**src/rtl/monster_referee.sv**
```systemverilog
// Frame-gated referee judging bullet kills, stomps and side contacts against one monster.
// Pulses register 2 Clk after frame_clk is first sampled high; no backpressure, game_over is sticky.
module monster_referee #(
   parameter logic [5:0] COOLDOWN_BASE = 6'd32
) (
   input  logic        Clk,
   input  logic        Reset,
   input  logic        frame_clk,
   input  logic [9:0]  doodle_x,
   input  logic [9:0]  doodle_y,
   input  logic [9:0]  doodle_size,
   input  logic        doodle_falling,
   input  logic [9:0]  bullet_x,
   input  logic [9:0]  bullet_y,
   input  logic        bullet_active,
   input  logic [9:0]  monster_x,
   input  logic [9:0]  monster_y,
   input  logic [9:0]  monster_size_x,
   input  logic [9:0]  monster_size_y,
   input  logic        monster_active,
   input  logic [19:0] random_num,
   output logic        hit,
   output logic        beat_mons,
   output logic        gene,
   output logic        game_over,
   output logic [7:0]  kill_count
);
   typedef enum logic [1:0] {IDLE, LIVE, COOLDOWN, OVER} state_t;

   state_t      r_state, w_state_nxt;
   logic        r_frame_d, r_frame_q, r_armed;
   logic        w_tick;
   logic [6:0]  r_cnt, w_cnt_nxt, w_reload;
   logic        r_hit, r_beat, r_gene, r_over;
   logic        w_hit_nxt, w_beat_nxt, w_gene_nxt, w_over_nxt;
   logic [7:0]  r_kills, w_kills_nxt;
   logic        w_bullet, w_body, w_stomp;
   logic        w_unused;

   function automatic logic [10:0] absdiff(input logic [9:0] a, input logic [9:0] b);
      logic signed [10:0] d;
      d = $signed({1'b0, a}) - $signed({1'b0, b});
      return (d < 0) ? 11'(-d) : 11'(d);
   endfunction

   // r_armed blocks a tick until frame_clk has been seen low after reset
   always_ff @(posedge Clk) begin
      if (!Reset) begin
         r_frame_d <= 1'b0;
         r_frame_q <= 1'b0;
         r_armed   <= 1'b0;
      end else begin
         r_frame_d <= frame_clk;
         r_frame_q <= r_frame_d;
         if (!frame_clk)
            r_armed <= 1'b1;
      end
   end
   assign w_tick = r_frame_d & ~r_frame_q & r_armed;

   assign w_bullet = bullet_active
                   && (absdiff(bullet_x, monster_x) <= {1'b0, monster_size_x})
                   && (absdiff(bullet_y, monster_y) <= {1'b0, monster_size_y});
   assign w_body   = (absdiff(doodle_x, monster_x) <= ({1'b0, doodle_size} + {1'b0, monster_size_x}))
                   && (absdiff(doodle_y, monster_y) <= ({1'b0, doodle_size} + {1'b0, monster_size_y}));
   assign w_stomp  = w_body && doodle_falling && (doodle_y < monster_y);
   assign w_reload = {1'b0, COOLDOWN_BASE} + {2'b00, random_num[4:0]};
   assign w_unused = ^random_num[19:5];

   always_comb begin
      w_state_nxt = r_state;
      w_cnt_nxt   = r_cnt;
      w_hit_nxt   = 1'b0;
      w_beat_nxt  = 1'b0;
      w_gene_nxt  = 1'b0;
      w_over_nxt  = r_over;
      w_kills_nxt = r_kills;
      case (r_state)
         IDLE: begin
            if (monster_active) begin
               w_state_nxt = LIVE;
            end else if (w_tick) begin
               w_cnt_nxt   = {1'b0, COOLDOWN_BASE};
               w_state_nxt = COOLDOWN;
            end
         end
         LIVE: begin
            if (w_tick) begin
               if (!monster_active) begin
                  w_cnt_nxt   = w_reload;
                  w_state_nxt = COOLDOWN;
               end else if (w_bullet || w_stomp) begin
                  // bullet wins over a simultaneous stomp
                  w_hit_nxt   = w_bullet;
                  w_beat_nxt  = ~w_bullet;
                  w_kills_nxt = (r_kills == 8'hFF) ? r_kills : r_kills + 8'd1;
                  w_cnt_nxt   = w_reload;
                  w_state_nxt = COOLDOWN;
               end else if (w_body) begin
                  w_over_nxt  = 1'b1;
                  w_state_nxt = OVER;
               end
            end
         end
         COOLDOWN: begin
            if (w_tick) begin
               if (r_cnt == 7'd0) begin
                  w_gene_nxt  = 1'b1;
                  w_state_nxt = LIVE;
               end else begin
                  w_cnt_nxt = r_cnt - 7'd1;
               end
            end
         end
         OVER:    w_over_nxt  = 1'b1;
         default: w_state_nxt = IDLE;
      endcase
   end

   always_ff @(posedge Clk) begin
      if (!Reset) begin
         r_state <= IDLE;
         r_cnt   <= 7'd0;
         r_hit   <= 1'b0;
         r_beat  <= 1'b0;
         r_gene  <= 1'b0;
         r_over  <= 1'b0;
         r_kills <= 8'd0;
      end else begin
         r_state <= w_state_nxt;
         r_cnt   <= w_cnt_nxt;
         r_hit   <= w_hit_nxt;
         r_beat  <= w_beat_nxt;
         r_gene  <= w_gene_nxt;
         r_over  <= w_over_nxt;
         r_kills <= w_kills_nxt;
      end
   end

   assign hit        = r_hit;
   assign beat_mons  = r_beat;
   assign gene       = r_gene;
   assign game_over  = r_over;
   assign kill_count = r_kills;
endmodule

```
**config.mk**
```make
export PLATFORM = sky130hd
export DESIGN_NAME = monster_referee
export DESIGN_NICKNAME = d
export VERILOG_FILES = /design/src/rtl/monster_referee.sv
export SDC_FILE = /design/constraint.sdc
export NUM_CORES = 1
export LEC_CHECK = 0
export ABC_CLOCK_PERIOD_IN_PS = 7200
export BUFFER_PORTS_ARGS = -buffer_cell sky130_fd_sc_hd__buf_4
export CAP_MARGIN = 40
export CORE_MARGIN = 5
export CORE_UTILIZATION = 57
export DETAILED_ROUTE_END_ITERATION = 7
export PLACE_DENSITY = 0.85
export SLEW_MARGIN = 10
export SYNTH_ARGS = -nofsm -noshare
export SYNTH_HDL_FRONTEND = slang
export SYNTH_SLANG_ARGS = --single-unit
export TNS_END_PERCENT = 20
```
**constraint.sdc**
```tcl
create_clock -name Clk -period 7.2 [get_ports Clk]
set_clock_uncertainty 0.05 [all_clocks]
set_input_delay 0.36 -clock Clk [delete_from_list [all_inputs] [get_ports Clk]]
set_output_delay 0.36 -clock Clk [all_outputs]
set_load 0.1 [all_outputs]
```
Word-level counts from Yosys, hierarchy flattened
Index checks and enable logic that the tools add are counted. W data, S select, Z words.

Register bits: 24. Bits of input ports: 116. Word-level logic and storage cells: 96.

Add/subtract/negate cells: 13. Order comparisons: 9. Equal/unequal tests: 16. Multiplexer cells: 27. Bitwise gates (word level): 5. Reduce and logical (&&, ||, !) cells: 16.

Operator list (number): $mux W7 (7); $lt A11 B1 Y1 const B (4); $mux W11 (4); $neg A11 Y11 (4); $sub A10 B10 Y11 (4); $add A10 B10 Y11 (2); $le A11 B10 Y1 (2); $le A11 B11 Y1 (2); $pmux W7 S3 (1); $ne A2 B2 Y1 const B (9); $mux W2 (8); $reduce_and A5 Y1 (3); $lt A10 B10 Y1 (1); $add A8 B1 Y8 const B (1); $eq A8 B8 Y1 const B (1); $add A6 B5 Y7 const A (1); $logic_not A7 Y1 (1); $reduce_and A7 Y1 (1); $sub A7 B1 Y7 const B (1); $ne A3 B3 Y1 const B (2); $pmux W2 S3 (1); $reduce_and A6 Y1 (1); $logic_and A1 B1 Y1 (5); $mux W1 (5); other kinds (11) (15).

Logic depth before layout (Yosys ltp)
Depth in word-level cells: 12. Depth in mapped cells: 25. Depth with buffers taken out: 23.

Worst setup path before layout
OpenSTA, ideal clock, no wires.

Path type: in2reg. Start point: input port doodle_x[0]. End point: register r_kills[5] (netlist: kill_count[5]). Library setup time: 70 ps. Data arrival time: 5028 ps. Required time: 7080 ps. Path slack: 2051 ps. Stages on the path: 25. Path buffers: 2. Cell sequence: inv_1 > ha_1 > inv_1 > fa_1 > a21o_1 > a21oi_1 > nor2b_1 > o21a_1 > o41ai_1 > o21bai_1 > a21oi_1 > clkbuf_1 > nand2_1 > xnor2_1 > ha_1 > a211o_1 > o211ai_1 > a21oi_1 > a2111oi_0 > o32a_1 > and3_1 > a21oi_2 > buf_6 > or4_1 > a21oi_1.

Cells in the longest elaborated chain, start to end: 9.

Ends and longest elaborated chain: from (decl) (line 9) `input logic [9:0] doodle_x,`; $sub A10 B10 Y11 (*) (line 42) `d = $signed({1'b0, a}) - $signed({1'b0, b});`; $neg A11 Y11 / $lt A11 B1 Y1 (equally long branches) (line 43) `return (d < 0) ? 11'(-d) : 11'(d);`; $mux W11 (*) (line 43); $le A11 B11 Y1 (*) (line 64) `assign w_body = (absdiff(doodle_x, monster_x) <= ({1'b0, doodle_size} + {1'b0, monster_size_x}))`; $logic_and A1 B1 Y1 (*) (line 65) `&& (absdiff(doodle_y, monster_y) <= ({1'b0, doodle_size} + {1'b0, monster_size_y}));`; $logic_and A1 B1 Y1 (*) (2 in series) (line 66) `assign w_stomp = w_body && doodle_falling && (doodle_y < monster_y);`; $logic_or A1 B1 Y1 (*) (line 92) `end else if (w_bullet || w_stomp) begin`; $reduce_and A5 Y1 (no line) (*); to (signal assigned) (line 136) `r_kills <= w_kills_nxt;`; to (decl) (line 36) `logic [7:0] r_kills, w_kills_nxt;`.

Every way passes the cells marked *; elsewhere a longest branch is shown, timed or not. A chain may end at the register's enable or synchronous reset.

Worst setup path in the final report
Start point: input port doodle_x[0]. End point: register r_kills[3] (netlist: kill_count[3]).

Same word-level chain as after synthesis.

==> results_dict.tcl <==
set metrics [dict create \
    p_leak_nw 3.19 \
    peakVddDrop_mv 0.146 \
    power_frac_comb_pct 75.8 \
    p_int_mw 0.595 \
    gp_congestion 0.899 \
    clk_latency_ns 0.27 \
    cts_tree "done" \
    p_switching_mw 0.557 \
    synth-edff-count 0 \
    die_h_um 109 \
    antenna_found_initial 0 \
    clk_path_buf_depth 2 \
    rsz0062_at_grt "no" \
    period_share_pct 80.5 \
    report.final.hold_viol_count 0 \
    coreArea_mm2 0.00964 \
    grt_pass1_vias 5563 \
    wl_mm 14.5 \
    setup_tns_ns 0 \
    post_cts_resized 0 \
    async_reset_ff_share_pct 0 \
    crit_top_cell "a21oi_1" \
    ios 128 \
    tightestPinTransition_ns 0.747 \
    ys_seq_elements 24 \
    crit_chain "buf_4 -> inv_1 -> ha_1 -> inv_1 -> fa_1 -> a21o_1 -> a21oi_1 -> nor2b_1 -> o21a_1 -> o41ai_1 -> o21bai_1 -> a21oi_1 -> nand2_1 -> xnor2_1 -> ha_1 -> a211o_1 -> o211ai_1 -> a21oi_1 -> a2111oi_0 -> o32a_1 -> and3_1 -> a21oi_2 -> or4_1 -> a21oi_1" \
    post_cts_buffers 0 \
    syn_avg_cell_area_um2 7.54 \
    timing.final.crit_period_ns 5.80 \
    yosys-top-cells-area "ha_1 (26%), dfxtp_1 (8.6%), xnor2_1 (8.3%), inv_1 (5.6%), a21oi_1 (5.4%)" \
    fmax_mhz 172 \
    synth_flop_cell "dfxtp_1" \
    die_w_um 109 \
    cts.sink_count 24 \
    p_sw_share_pct 48.3 \
    worstSetupStartpoint "doodle_x[0]" \
    p_total_mw 1.15 \
    grt_usage_pct 24.0 \
    yosys_warnings 0 \
    cp_max_fo 14 \
    critPathKind "in2reg" \
    syn_area_mm2 0.00557 \
    cp.arrival_ns 5.94 \
    num-nets-final 1083 \
    r2r_slack_ns 4.74 \
    num_vias 5747 \
    crit_required_ns 7.35 \
    wl_per_cell_um 14.8 \
    drive_above_1_share_pct 15.5 \
    rows 36 \
    dp_hpwl_mm 12.6 \
    report.final.slew_viol_count 0 \
    setup_viol 0 \
    grt_overflow 0 \
    drc 0 \
    dp_slack_ns 1.15 \
    synthToLayoutAreaGrowth_pct 18.6 \
    ys_types 63 \
    max_slew_margin_pct 49.8 \
    r2r_end "kill_count[6]" \
    cts_max_level 1 \
    synth_common_cells "ha_1 (114), inv_1 (83), a21oi_1 (60)" \
    synthCells 739 \
    r2r_start "r_state[0]" \
    clk_pin_slew_worst_paths_ns 0.08 \
    maxCapViolCount 0 \
    cp-start-kind "primary input" \
    drtAntennaViolNets 0 \
    post-synth-top-count-cell "ha_1" \
    hold_buffers 0 \
    yosys.area.top_type "ha_1" \
    grt_max_degree 17 \
    netlist.area_leader.share_pct 25.6 \
    drt_iter0_drc 225 \
    nFillCells 824 \
    endpoint_kind "register" \
    power_density_mw_per_mm2 174 \
    ys_seq_area_share_pct 8.63 \
    synth_fp_nets 975 \
    outcome "completed" \
    port_buffers 112 \
    setup_slack_ns 1.40 \
    clockPowerShare_pct 10.3 \
    drt-pass1-iter-count 4 \
    rr_worst_depth 7 \
    diodes 0 \
    cp_slowest_cell "a21oi_1" \
    min_path_type "in2reg" \
    grt_pass1_wl_mm 23.6 \
    dieArea_mm2 0.0118 \
    cts_inserted_buffers 3 \
    root_buffer "clkbuf_8" \
    vias_per_cell 5.87 \
    start_util_pct 57.8 \
    cpPeakStageDelay_ns 0.63 \
    seq_power_share_pct 13.9 \
    cp-endpoint "kill_count[3]" \
]
## power by group through the flow
stage / Clock, mW / Combinational (mW) / Sequential [mW]
after global routing: 0.128 / 0.980 / 0.161
after global placement: 0 / 0.818 / 0.161
after floorplan: 0 / 0.657 / 0.165
final: 0.119 / 0.874 / 0.160
after CTS: 0.122 / 0.865 / 0.159
after detailed placement: 0 / 0.860 / 0.162
## final cells by class
| type | count | area (um^2) | share of cell area (%) |
|---|---|---|---|
| Timing Repair Buffer | 113 | 846 | 12.8 |
| Sequential cell | 24 | 480 | 7.27 |
| Clock inverter | 1 | 30.0 | 0.454 |
| Tap cell | 133 | 166 | 2.52 |
| Inverter | 83 | 312 | 4.71 |
| Clock buffer | 3 | 41.3 | 0.625 |
| Multi-Input combinational cell | 622 | 4730 | 71.6 |
## metal layers
metal | vias up | track usage [%] | part of all wire [%]
li1 | 2879 | - | -
met1 | 2668 | 28.7 | 43
met2 | 173 | 44.5 | 49
met3 | 27 | 2.72 | 5.6
met4 | 0 | 7.30 | 1.7
met5 | - | 0 | 0
## critical path: cells and delay by family
family                     cells  cell delay [ns]
AOI/OAI and AO/OA             13             3.28
xor gates and xnor gates       1             0.17
adders and majority gates      3             0.90
buffers and inverters          3             0.21
and+or+nand+nor                4             1.03
## worst min path at each step
stage / depth (start not counted) / start / slack (ns) / end
after floorplan: 2 / r_armed / 0.38 / r_armed
after global placement: 2 / r_armed / 0.39 / r_armed
after detailed placement: 2 / r_armed / 0.40 / r_armed
after CTS: 2 / frame_clk / 0.22 / r_armed
after global routing: 2 / frame_clk / 0.22 / r_armed
final: 2 / frame_clk / 0.22 / r_armed
## cells by family after synthesis
group / share of synthesized area (%)
AOI/OAI and AO/OA: 25.0
DFF: 8.63
xor gates and xnor gates: 11.6
and+or+nand+nor: 19.7
buffers and inverters: 6.40
adders and majority gates: 27.8
muxes: 0.831
## registers in the layout, indices dropped and copies added (netlist names)
signal / cells
kill_count: 8
r_armed: 1
beat_mons: 1
r_state: 2
hit: 1
gene: 1
game_over: 1
r_frame_q: 1
r_frame_d: 1
r_cnt: 7
## stage by stage
stage                     utilization [%]  cells  hold WS, ns  area (um^2)
after floorplan                         -    739        0.382         5570
after global placement               67.8    974        0.393         6530
after detailed placement             67.8    975        0.399         6540
after CTS                            68.6    979        0.216         6610
after global routing                 68.6    979        0.223         6610
final                                68.6    979        0.225         6610
## layout by cell type, fill, tap and decap left out, drive strengths merged, types with 5 or more instances in the layout
cell type	netlist	routed
ha	114	114
or4	8	8
inv	83	83
nor2b	19	19
nand2b	6	6
xnor2	53	53
o211ai	5	5
and3	6	6
o21ai	38	38
and2	5	5
a211oi	8	8
fa	6	6
buf	2	113
or3	11	11
nand3	22	22
nor3	20	20
a21oi	61	61
nand4	11	11
nand2	53	53
xor2	21	21
dfxtp	24	24
o31ai	14	14
o21a	11	11
a31oi	6	6
a21o	20	20
o21bai	15	15
nor2	43	43
Power figures use the tool's default switching activity.
